===== src/rtl/axi_slice_pkg.sv =====
// Shared AXI R-channel definitions: response encodings and the packed beat width.
package axi_slice_pkg;

  typedef enum logic [1:0] {
    RESP_OKAY   = 2'b00,
    RESP_EXOKAY = 2'b01,
    RESP_SLVERR = 2'b10,
    RESP_DECERR = 2'b11
  } axi_resp_e;

  // Stored beat layout is {id, user, data, resp[1:0], last}.
  function automatic int r_beat_width(input int data_w, input int user_w, input int id_w);
    return 3 + data_w + user_w + id_w;
  endfunction

endpackage


===== src/rtl/axi_buffer_ram.sv =====
// Flat-width register file: one synchronous write port, one asynchronous read port.
module axi_buffer_ram #(
  parameter int WIDTH = 8,
  parameter int DEPTH = 8
) (
  input  logic                     clk_i,
  input  logic                     test_en_i,
  input  logic                     we_i,
  input  logic [$clog2(DEPTH)-1:0] waddr_i,
  input  logic [WIDTH-1:0]         wdata_i,
  input  logic [$clog2(DEPTH)-1:0] raddr_i,
  output logic [WIDTH-1:0]         rdata_o
);

  logic [WIDTH-1:0] mem_q [DEPTH];

  // Test enable only reaches the storage boundary; it carries no function here.
  logic unused_test_en;
  assign unused_test_en = test_en_i;

  always_ff @(posedge clk_i) begin
    if (we_i) begin
      mem_q[waddr_i] <= wdata_i;
    end
  end

  assign rdata_o = mem_q[raddr_i];

endmodule


===== src/rtl/axi_r_burst_buffer.sv =====
// AXI R-channel beat buffer with optional store-and-forward release of whole bursts.
module axi_r_burst_buffer
  import axi_slice_pkg::*;
#(
  parameter  int ID_WIDTH     = 4,
  parameter  int DATA_WIDTH   = 64,
  parameter  int USER_WIDTH   = 6,
  parameter  int BUFFER_DEPTH = 8,
  parameter  int STORE_FWD    = 0,
  localparam int CNT_W        = $clog2(BUFFER_DEPTH) + 1
) (
  input  logic                  clk_i,
  input  logic                  rst_ni,
  input  logic                  test_en_i,
  input  logic                  slave_valid_i,
  input  logic [DATA_WIDTH-1:0] slave_data_i,
  input  logic [1:0]            slave_resp_i,
  input  logic [USER_WIDTH-1:0] slave_user_i,
  input  logic [ID_WIDTH-1:0]   slave_id_i,
  input  logic                  slave_last_i,
  output logic                  slave_ready_o,
  output logic                  master_valid_o,
  output logic [DATA_WIDTH-1:0] master_data_o,
  output logic [1:0]            master_resp_o,
  output logic [USER_WIDTH-1:0] master_user_o,
  output logic [ID_WIDTH-1:0]   master_id_o,
  output logic                  master_last_o,
  input  logic                  master_ready_i,
  output logic [CNT_W-1:0]      fill_o,
  output logic [CNT_W-1:0]      bursts_o
);

  localparam int PTR_W  = $clog2(BUFFER_DEPTH);
  localparam int BEAT_W = r_beat_width(DATA_WIDTH, USER_WIDTH, ID_WIDTH);

  logic [PTR_W-1:0]  wr_ptr_q, wr_ptr_d;
  logic [PTR_W-1:0]  rd_ptr_q, rd_ptr_d;
  logic [CNT_W-1:0]  fill_q, fill_d;
  logic [CNT_W-1:0]  bursts_q, bursts_d;
  logic [BEAT_W-1:0] wr_beat, rd_beat;
  logic              full, push, pop, push_last, pop_last;

  assign full           = (fill_q == CNT_W'(BUFFER_DEPTH));
  assign slave_ready_o  = (fill_q < CNT_W'(BUFFER_DEPTH));
  // Being full with no last stored forces release, else a long burst would deadlock.
  assign master_valid_o = (fill_q != '0) &&
                          ((STORE_FWD == 0) || (bursts_q != '0) || full);

  assign push      = slave_valid_i && slave_ready_o;
  assign pop       = master_valid_o && master_ready_i;
  assign push_last = push && slave_last_i;
  assign pop_last  = pop && rd_beat[0];

  assign wr_beat = {slave_id_i, slave_user_i, slave_data_i, slave_resp_i, slave_last_i};
  assign {master_id_o, master_user_o, master_data_o, master_resp_o, master_last_o} = rd_beat;

  axi_buffer_ram #(
    .WIDTH (BEAT_W),
    .DEPTH (BUFFER_DEPTH)
  ) u_ram (
    .clk_i     (clk_i),
    .test_en_i (test_en_i),
    .we_i      (push),
    .waddr_i   (wr_ptr_q),
    .wdata_i   (wr_beat),
    .raddr_i   (rd_ptr_q),
    .rdata_o   (rd_beat)
  );

  always_comb begin
    wr_ptr_d = wr_ptr_q;
    rd_ptr_d = rd_ptr_q;
    fill_d   = fill_q;
    bursts_d = bursts_q;
    // Depth is a power of two, so pointers wrap by natural overflow.
    if (push) wr_ptr_d = wr_ptr_q + PTR_W'(1);
    if (pop)  rd_ptr_d = rd_ptr_q + PTR_W'(1);
    case ({push, pop})
      2'b10:   fill_d = fill_q + CNT_W'(1);
      2'b01:   fill_d = fill_q - CNT_W'(1);
      default: fill_d = fill_q;
    endcase
    case ({push_last, pop_last})
      2'b10:   bursts_d = bursts_q + CNT_W'(1);
      2'b01:   bursts_d = bursts_q - CNT_W'(1);
      default: bursts_d = bursts_q;
    endcase
  end

  always_ff @(posedge clk_i or negedge rst_ni) begin
    if (!rst_ni) begin
      wr_ptr_q <= '0;
      rd_ptr_q <= '0;
      fill_q   <= '0;
      bursts_q <= '0;
    end else begin
      wr_ptr_q <= wr_ptr_d;
      rd_ptr_q <= rd_ptr_d;
      fill_q   <= fill_d;
      bursts_q <= bursts_d;
    end
  end

  assign fill_o   = fill_q;
  assign bursts_o = bursts_q;

endmodule


===== config.mk =====
export PLATFORM = sky130hd
export DESIGN_NAME = axi_r_burst_buffer
export DESIGN_NICKNAME = d
export VERILOG_FILES = /design/src/rtl/axi_slice_pkg.sv /design/src/rtl/axi_buffer_ram.sv /design/src/rtl/axi_r_burst_buffer.sv
export SDC_FILE = /design/constraint.sdc
export NUM_CORES = 1
export LEC_CHECK = 0
export ABC_CLOCK_PERIOD_IN_PS = 10850
export CAP_MARGIN = 20
export CORE_MARGIN = 2
export CORE_UTILIZATION = 59
export CTS_CLUSTER_DIAMETER = 80
export DETAILED_ROUTE_END_ITERATION = 8
export GPL_TIMING_DRIVEN = 0
export PLACE_DENSITY = 0.9
export SYNTH_ARGS = -nofsm -noshare
export SYNTH_HDL_FRONTEND = slang
export SYNTH_HIERARCHICAL = 1
export SYNTH_SLANG_ARGS = --single-unit

===== constraint.sdc =====
create_clock -name clk_i -period 10.85 [get_ports clk_i]
set_input_delay 1.085 -clock clk_i [delete_from_list [all_inputs] [get_ports clk_i]]
set_output_delay 1.085 -clock clk_i [all_outputs]
set_load 0.01 [all_outputs]

==> results of run 1 <==
## critical path: cells and delay by family (launching register included)
kind                   cells  cell delay (ps)
buffers and inverters      4             2150
flip-flops                 1              410
multiplexers               1              340
## power by group through the flow
stage                     clock [mW]  combinational (mW)  sequential (mW)
after detailed placement           0                2.81             3.07
after floorplan                    0                1.70             3.09
after global routing            2.19                2.97             3.05
after global placement             0                2.66             3.12
final                           2.06                2.80             3.03
after CTS                       2.10                2.85             3.03
## sequential cells by signal, indices dropped and copies added (netlist names)
name         flops
bursts_o         4
fill_o           4
rd_ptr_q         3
u_ram/mem_q    616
wr_ptr_q         3
## Yosys cell counts
master,number
clkbuf_1,16
mux2i_1,1
ha_1,7
buf_1,3
inv_1,3
nand3_1,1
nand2b_1,4
or4_4,1
xnor2_1,6
xor2_1,6
mux2_2,19
a31oi_1,3
mux4_2,154
nand2_1,9
edfxtp_1,616
a31o_2,1
nor2_1,8
o31a_1,1
a221o_1,1
nor3_1,3
and2_4,1
mux2_4,61
or3_1,1
nor4_1,2
and3_1,1
o2111a_1,1
nor2b_1,3
buf_12,7
a21oi_1,2
nor3b_1,2
dfrtp_1,14
buf_6,3
o32ai_1,1
buf_2,20
## through the flow
stage / hold WS, ps / setup WS, ps / power, mW
floorplan: 439.7 / 3476 / 4.788
global placement: 456.6 / -1951 / 5.787
detailed placement: 460.9 / 6816 / 5.885
CTS: 470.2 / 6208 / 7.974
global route: 504.0 / 6101 / 8.206
finish: 468.4 / 6264 / 7.890
## path summary, 6_finish.rpt
| check | to | slack, ps | cells after the start |
|---|---|---|---|
| max in group asynchronous | wr_ptr_q[0] | 9530 | 1 |
| setup reg to reg | bursts_o[2] | 7220 | 12 |
| setup / recovery | master_user_o[1] | 6260 | 5 |
| min in group asynchronous | wr_ptr_q[2] | 890 | 1 |
| hold reg to reg | rd_ptr_q[2] | 470 | 1 |
| hold / removal | rd_ptr_q[2] | 470 | 1 |
## per-layer routing
metal	global-route usage, %	up-vias
met4	6.687	0
met2	41.77	339
met5	0	-
met3	5.306	74
met1	31.61	5946
li1	-	4724
## cells by family after synthesis
| kind of cell | synth area share, % |
|---|---|
| flip-flops | 77.66 |
| multiplexers | 18.99 |
| buffers and inverters | 1.469 |
| AND/OR/NAND/NOR | 0.7733 |
| XOR/XNOR | 0.4331 |
| AO/OA/AOI/OAI | 0.3145 |
| adder cells (fa/ha/maj) | 0.3609 |
## cell type report
| class | count | area, sq um |
|---|---|---|
| flip-flops and latches | 630 | 18850 |
| well taps | 532 | 665.6 |
| clock inverters | 37 | 395.4 |
| plain buffers | 49 | 345.3 |
| diodes | 4 | 10.01 |
| multi-input cells | 300 | 5120 |
| clock buffers | 69 | 1556 |
| fillers | 2338 | 11540 |
| repair buffers | 203 | 2250 |
| inverters | 3 | 11.26 |
==> run metrics, run 1 <==
sequential share of the synthesized area=77.66%; post-layout util=71.68%; GR Overflow Total=0; fraction of layout cells with a size suffix above 1=30.60%; total nets after synthesis=1071; vias in the first global route=11790; final setup vio count=0; critical-path cell list=clkbuf_1 -> clkbuf_1 -> buf_2 -> mux2_4 -> clkdlybuf4s50_1; Final period util=42.26%; post-DP HPWL=30360 microns; WL per Instance=27.23 microns; CTS Hold Bufs=0; largest net degree at the start of global routing=27; M1 WL=19550 microns; Syn Inst Count=982; first-pass GRT wire length=73960 microns; crit path DAT=3500 ps; CP startpoint kind=register; drt via density=6.066; CTS sink cnt=630; fmax=218.1 MHz; row count=74; die width=206.8 microns; PortBufs=167; post-route cell area=29200 sq um; Detail Route Antenna Nets=0; Yosys reg bits=630; CORE AREA=40740 sq um; top cells by area, synth=edfxtp_1 (76%), mux4_2 (14%), mux2_4 (3.8%); Worst R2R Start=rd_ptr_q[2]; Hold Crit Class=reg -> reg; most frequent cells in the layout=edfxtp_1 (616), clkdlybuf4s50_1 (167), mux4_2 (154); Slew HR=33.39%; CTS tree=yes; P per Cell Area=270.2 nW/um^2; WP data required=9770 ps; die area=42770 sq um; RSZ-0062 raised after global routing=false; Tmin final=4586 ps; slowest stage delay, CP=670 ps; drt first pass iters=5; drt drc=0; die span in y=206.8 microns; Clk pwr share=26.2%; Int Power=5.695 mW; DR top layer=met4; Post-Syn Area=24270 sq um; Synth cell types=34; LEAKAGE=9.535 nW; Final #Nets=1334; CP Max Fanout=10; outcome=finished, final reports clean; met3 routed WL=3074 microns; total track usage=24.22%; setup_tns=0 ps; Max Slew Vio Count=0; post-cts sizing count=0; Flop pwr share=38.4%; Clock Path Buffers=3; Sw Share=27.82%; Hold Crit Start=rd_ptr_q[2]; Fin Clk Skew=17.34 ps; Crit path top cell by count=clkbuf_1; # IOs=169; routability congestion estimate=0.7260; Crit-path slowest cell=clkbuf_1; combinational power share=35.5%; clk root buf=clkbuf_16; vias=11080; Clock Latency Late Sink=600 ps; CP endpoint kind=output port; Post-CTS Setup Repair Bufs=0; Synth area leader=edfxtp_1; # H-tree levels=2; DRT iter0 DRCs=977; clock slew at the register clock pins of the worst setup and hold paths=60 ps; Syn Area/Cell=24.71 sq um; post-route insts no fill=1827; initial antenna violation count=1; CTS Buf Count=58; metal2 WL=26110 microns; worst vdd ir=0.0002359 V; placed insts=1717; total wire length=49760 microns; Net Sw Power=2.195 mW; most common cell after layout, fill and taps aside=edfxtp_1; Fin. Hold Viols=0; top cell type's share of synthesized area=76.22%; WS Path Type=reg -> out; max_cap viols=0; Starting Density=59.57%; synth-to-layout area growth=20.32%; Critical Path Start=rd_ptr_q[1]; Worst Tran Pin Value=999.1 ps; area post-placement=27240 sq um; Synth Warn #=6
Note: power is estimated with default switching activity, not from simulation.
==> inputs of run 2 (changes only) <==
--- a/config.mk
+++ b/config.mk
@@ -5,14 +5,14 @@
 export SDC_FILE = /design/constraint.sdc
 export NUM_CORES = 1
 export LEC_CHECK = 0
-export ABC_CLOCK_PERIOD_IN_PS = 10850
+export ABC_CLOCK_PERIOD_IN_PS = 3700
 export CAP_MARGIN = 20
 export CORE_MARGIN = 2
-export CORE_UTILIZATION = 59
+export CORE_UTILIZATION = 53
 export CTS_CLUSTER_DIAMETER = 80
 export DETAILED_ROUTE_END_ITERATION = 8
 export GPL_TIMING_DRIVEN = 0
-export PLACE_DENSITY = 0.9
+export PLACE_DENSITY = 0.86
 export SYNTH_ARGS = -nofsm -noshare
 export SYNTH_HDL_FRONTEND = slang
 export SYNTH_HIERARCHICAL = 1
==> constraint.sdc (replaced) <==
create_clock -name clk_i -period 3.7 [get_ports clk_i]
set_input_delay 0.37 -clock clk_i [delete_from_list [all_inputs] [get_ports clk_i]]
set_output_delay 0.37 -clock clk_i [all_outputs]
set_load 0.01 [all_outputs]
==> run 2 against run 1 <==
Effect of this change: clock skew grew 2.9 ps; global-route usage shrank 3.3 points; sequential cell count is the same; die area grew 11%; largest power group unchanged; highest routed layer is now met5.
==> run metrics, run 2 (synthesis results as in run 1) <==
GR Overflow Total=0; most common cell after layout, fill and taps aside=edfxtp_1; Int Power=16.84 mW; RSZ-0062 raised after global routing=false; Max Slew Vio Count=0; fraction of layout cells with a size suffix above 1=30.47%; CP Max Fanout=10; WL per Instance=25.67 microns; vias=10990; # IOs=169; die span in y=218.0 microns; drt first pass iters=5; Most flops, register=u_ram/mem_q; WS Path Type=reg -> out; outcome=finished, final reports clean; max reg flops=616; Fillers=2877; Fin Clk Skew=20.20 ps; drt via density=5.811; Post-CTS Setup Repair Bufs=0; Fin. Hold Viols=0; total track usage=20.90%; largest net degree at the start of global routing=27; # H-tree levels=2; combinational power share=35.4%; Worst Setup EP=master_data_o[35]; Worst Tran Pin Value=1015 ps; Clk pwr share=26.4%; final setup vio count=0; Starting Density=53.59%; reg2reg setup slack=200 ps; Critical Path Start=rd_ptr_q[2]; Slew HR=32.36%; slack of the critical path=101.8 ps; first-pass GRT wire length=72410 microns; Worst R2R Start=rd_ptr_q[2]; row count=78; Net Sw Power=6.400 mW; CP startpoint kind=register; placed insts=1779; crit path DAT=3230 ps; CORE AREA=45280 sq um; P per Cell Area=789.1 nW/um^2; die width=218.0 microns; Flop pwr share=38.2%; Clock Path Buffers=3; max_cap viols=0; PortBufs=167; CTS tree=yes; worst vdd ir=0.0004708 V; Sw Share=27.54%; synth-to-layout area growth=21.35%; CTS sink cnt=630; DRT iter0 DRCs=914; Reg2Reg Depth=12; Detail Route Antenna Nets=0; clock slew at the register clock pins of the worst setup and hold paths=60 ps; clk root buf=clkbuf_16; post-DP HPWL=29790 microns; Clock Latency Late Sink=610 ps; total wire length=48560 microns; initial antenna violation count=3; most frequent cells in the layout=edfxtp_1 (616), clkdlybuf4s50_1 (167), mux4_2 (154); drt drc=0; Final #Nets=1329; Tmin final=3598 ps; routability congestion estimate=0.7122; Hold Crit Class=in -> async; CTS Buf Count=59; fmax=277.9 MHz; r2r endpoint=bursts_o[2]; WP data required=3330 ps; LEAKAGE=9.599 nW; Final period util=97.25%; die area=47520 sq um; Place WS=182.4 ps; vias in the first global route=11750; CP endpoint kind=output port; post-route insts no fill=1892
==> run 2: cell count changes in the layout (fill, tap and decap cells not counted), moves of 2 or more <==
cell	delta
clkinv_1	-3
buf_12	-4
buf_6	-14
buf_16	+13
clkinv_2	+4
nor3_2	-2
nor3_4	+2
inv_6	-2
clkbuf_8	+4
clkbuf_1	+4
clkinvlp_4	-2
diode_2	-2
==> run 2: worst max-delay path, cell delays in order (launching register included) <==
cell and delay, ps:
dfrtp_1 360, buf_2 350, clkbuf_1 660, mux4_2 410, mux2_4 270, clkdlybuf4s50_1 550
==> run 2: layer usage <==
metal / track usage [%] / up-vias / routed length (microns) / part of all wire (%)
met5: 0 / - / 27 / 0.056
met4: 7.234 / 4 / 1141 / 2.3
met3: 3.417 / 79 / 2763 / 5.7
met2: 33.92 / 379 / 24330 / 50
met1: 29.20 / 5818 / 20310 / 42
li1: - / 4714 / - / -
==> run 2: power by group through the flow <==
stage	clock network, mW	registers [mW]	logic [mW]
finish	6.13	8.88	8.24
global route	6.49	8.93	8.72
CTS	6.24	8.88	8.38
detailed placement	0	9.02	8.31
global placement	0	9.13	7.88
floorplan	0	9.04	4.99
==> run 2: area by class of cell <==
class	instances	area [sq um]	share of cell area [%]
Tap cell	600	750.7	2.549
Clock inverter	33	362.8	1.232
Buffer	49	349.1	1.185
Timing Repair Buffer	197	2362	8.021
Sequential cell	630	18850	64.00
Clock buffer	78	1630	5.535
Inverter	3	11.26	0.03823
Antenna cell	2	5.005	0.01699
Multi-Input combinational cell	300	5132	17.43
==> run 2: worst min-delay path by stage <==
stage                     slack, ps          end  cells after the start        start
final                           170  bursts_o[3]                      1       rst_ni
after global routing            230    fill_o[1]                      1       rst_ni
after CTS                       180  bursts_o[3]                      1       rst_ni
after detailed placement        460  bursts_o[3]                      1  bursts_o[3]
after global placement          450  rd_ptr_q[2]                      1  rd_ptr_q[2]
after floorplan                  70  bursts_o[0]                      0       rst_ni
==> run 2: metrics by stage <==
step	hold slack [ps]	cell area [sq um]	setup TNS [ps]	total power, mW	utilization (%)
2_1_floorplan	74.41	24280	-593910	14.03	-
3_3_place_gp	454.3	26700	-2790230	17.01	58.97
3_5_place_dp	460.2	27450	0	17.33	60.62
4_1_cts	177.5	29450	0	23.50	65.03
5_1_grt	226.3	29450	0	24.14	65.03
6_report	166.1	29450	0	23.24	65.04
==> run 2: repair_timing <==
action                     in CTS  in global routing
resized for setup               2                  0
setup endpoints to repair      42                  0
hold buffers                    0                  0
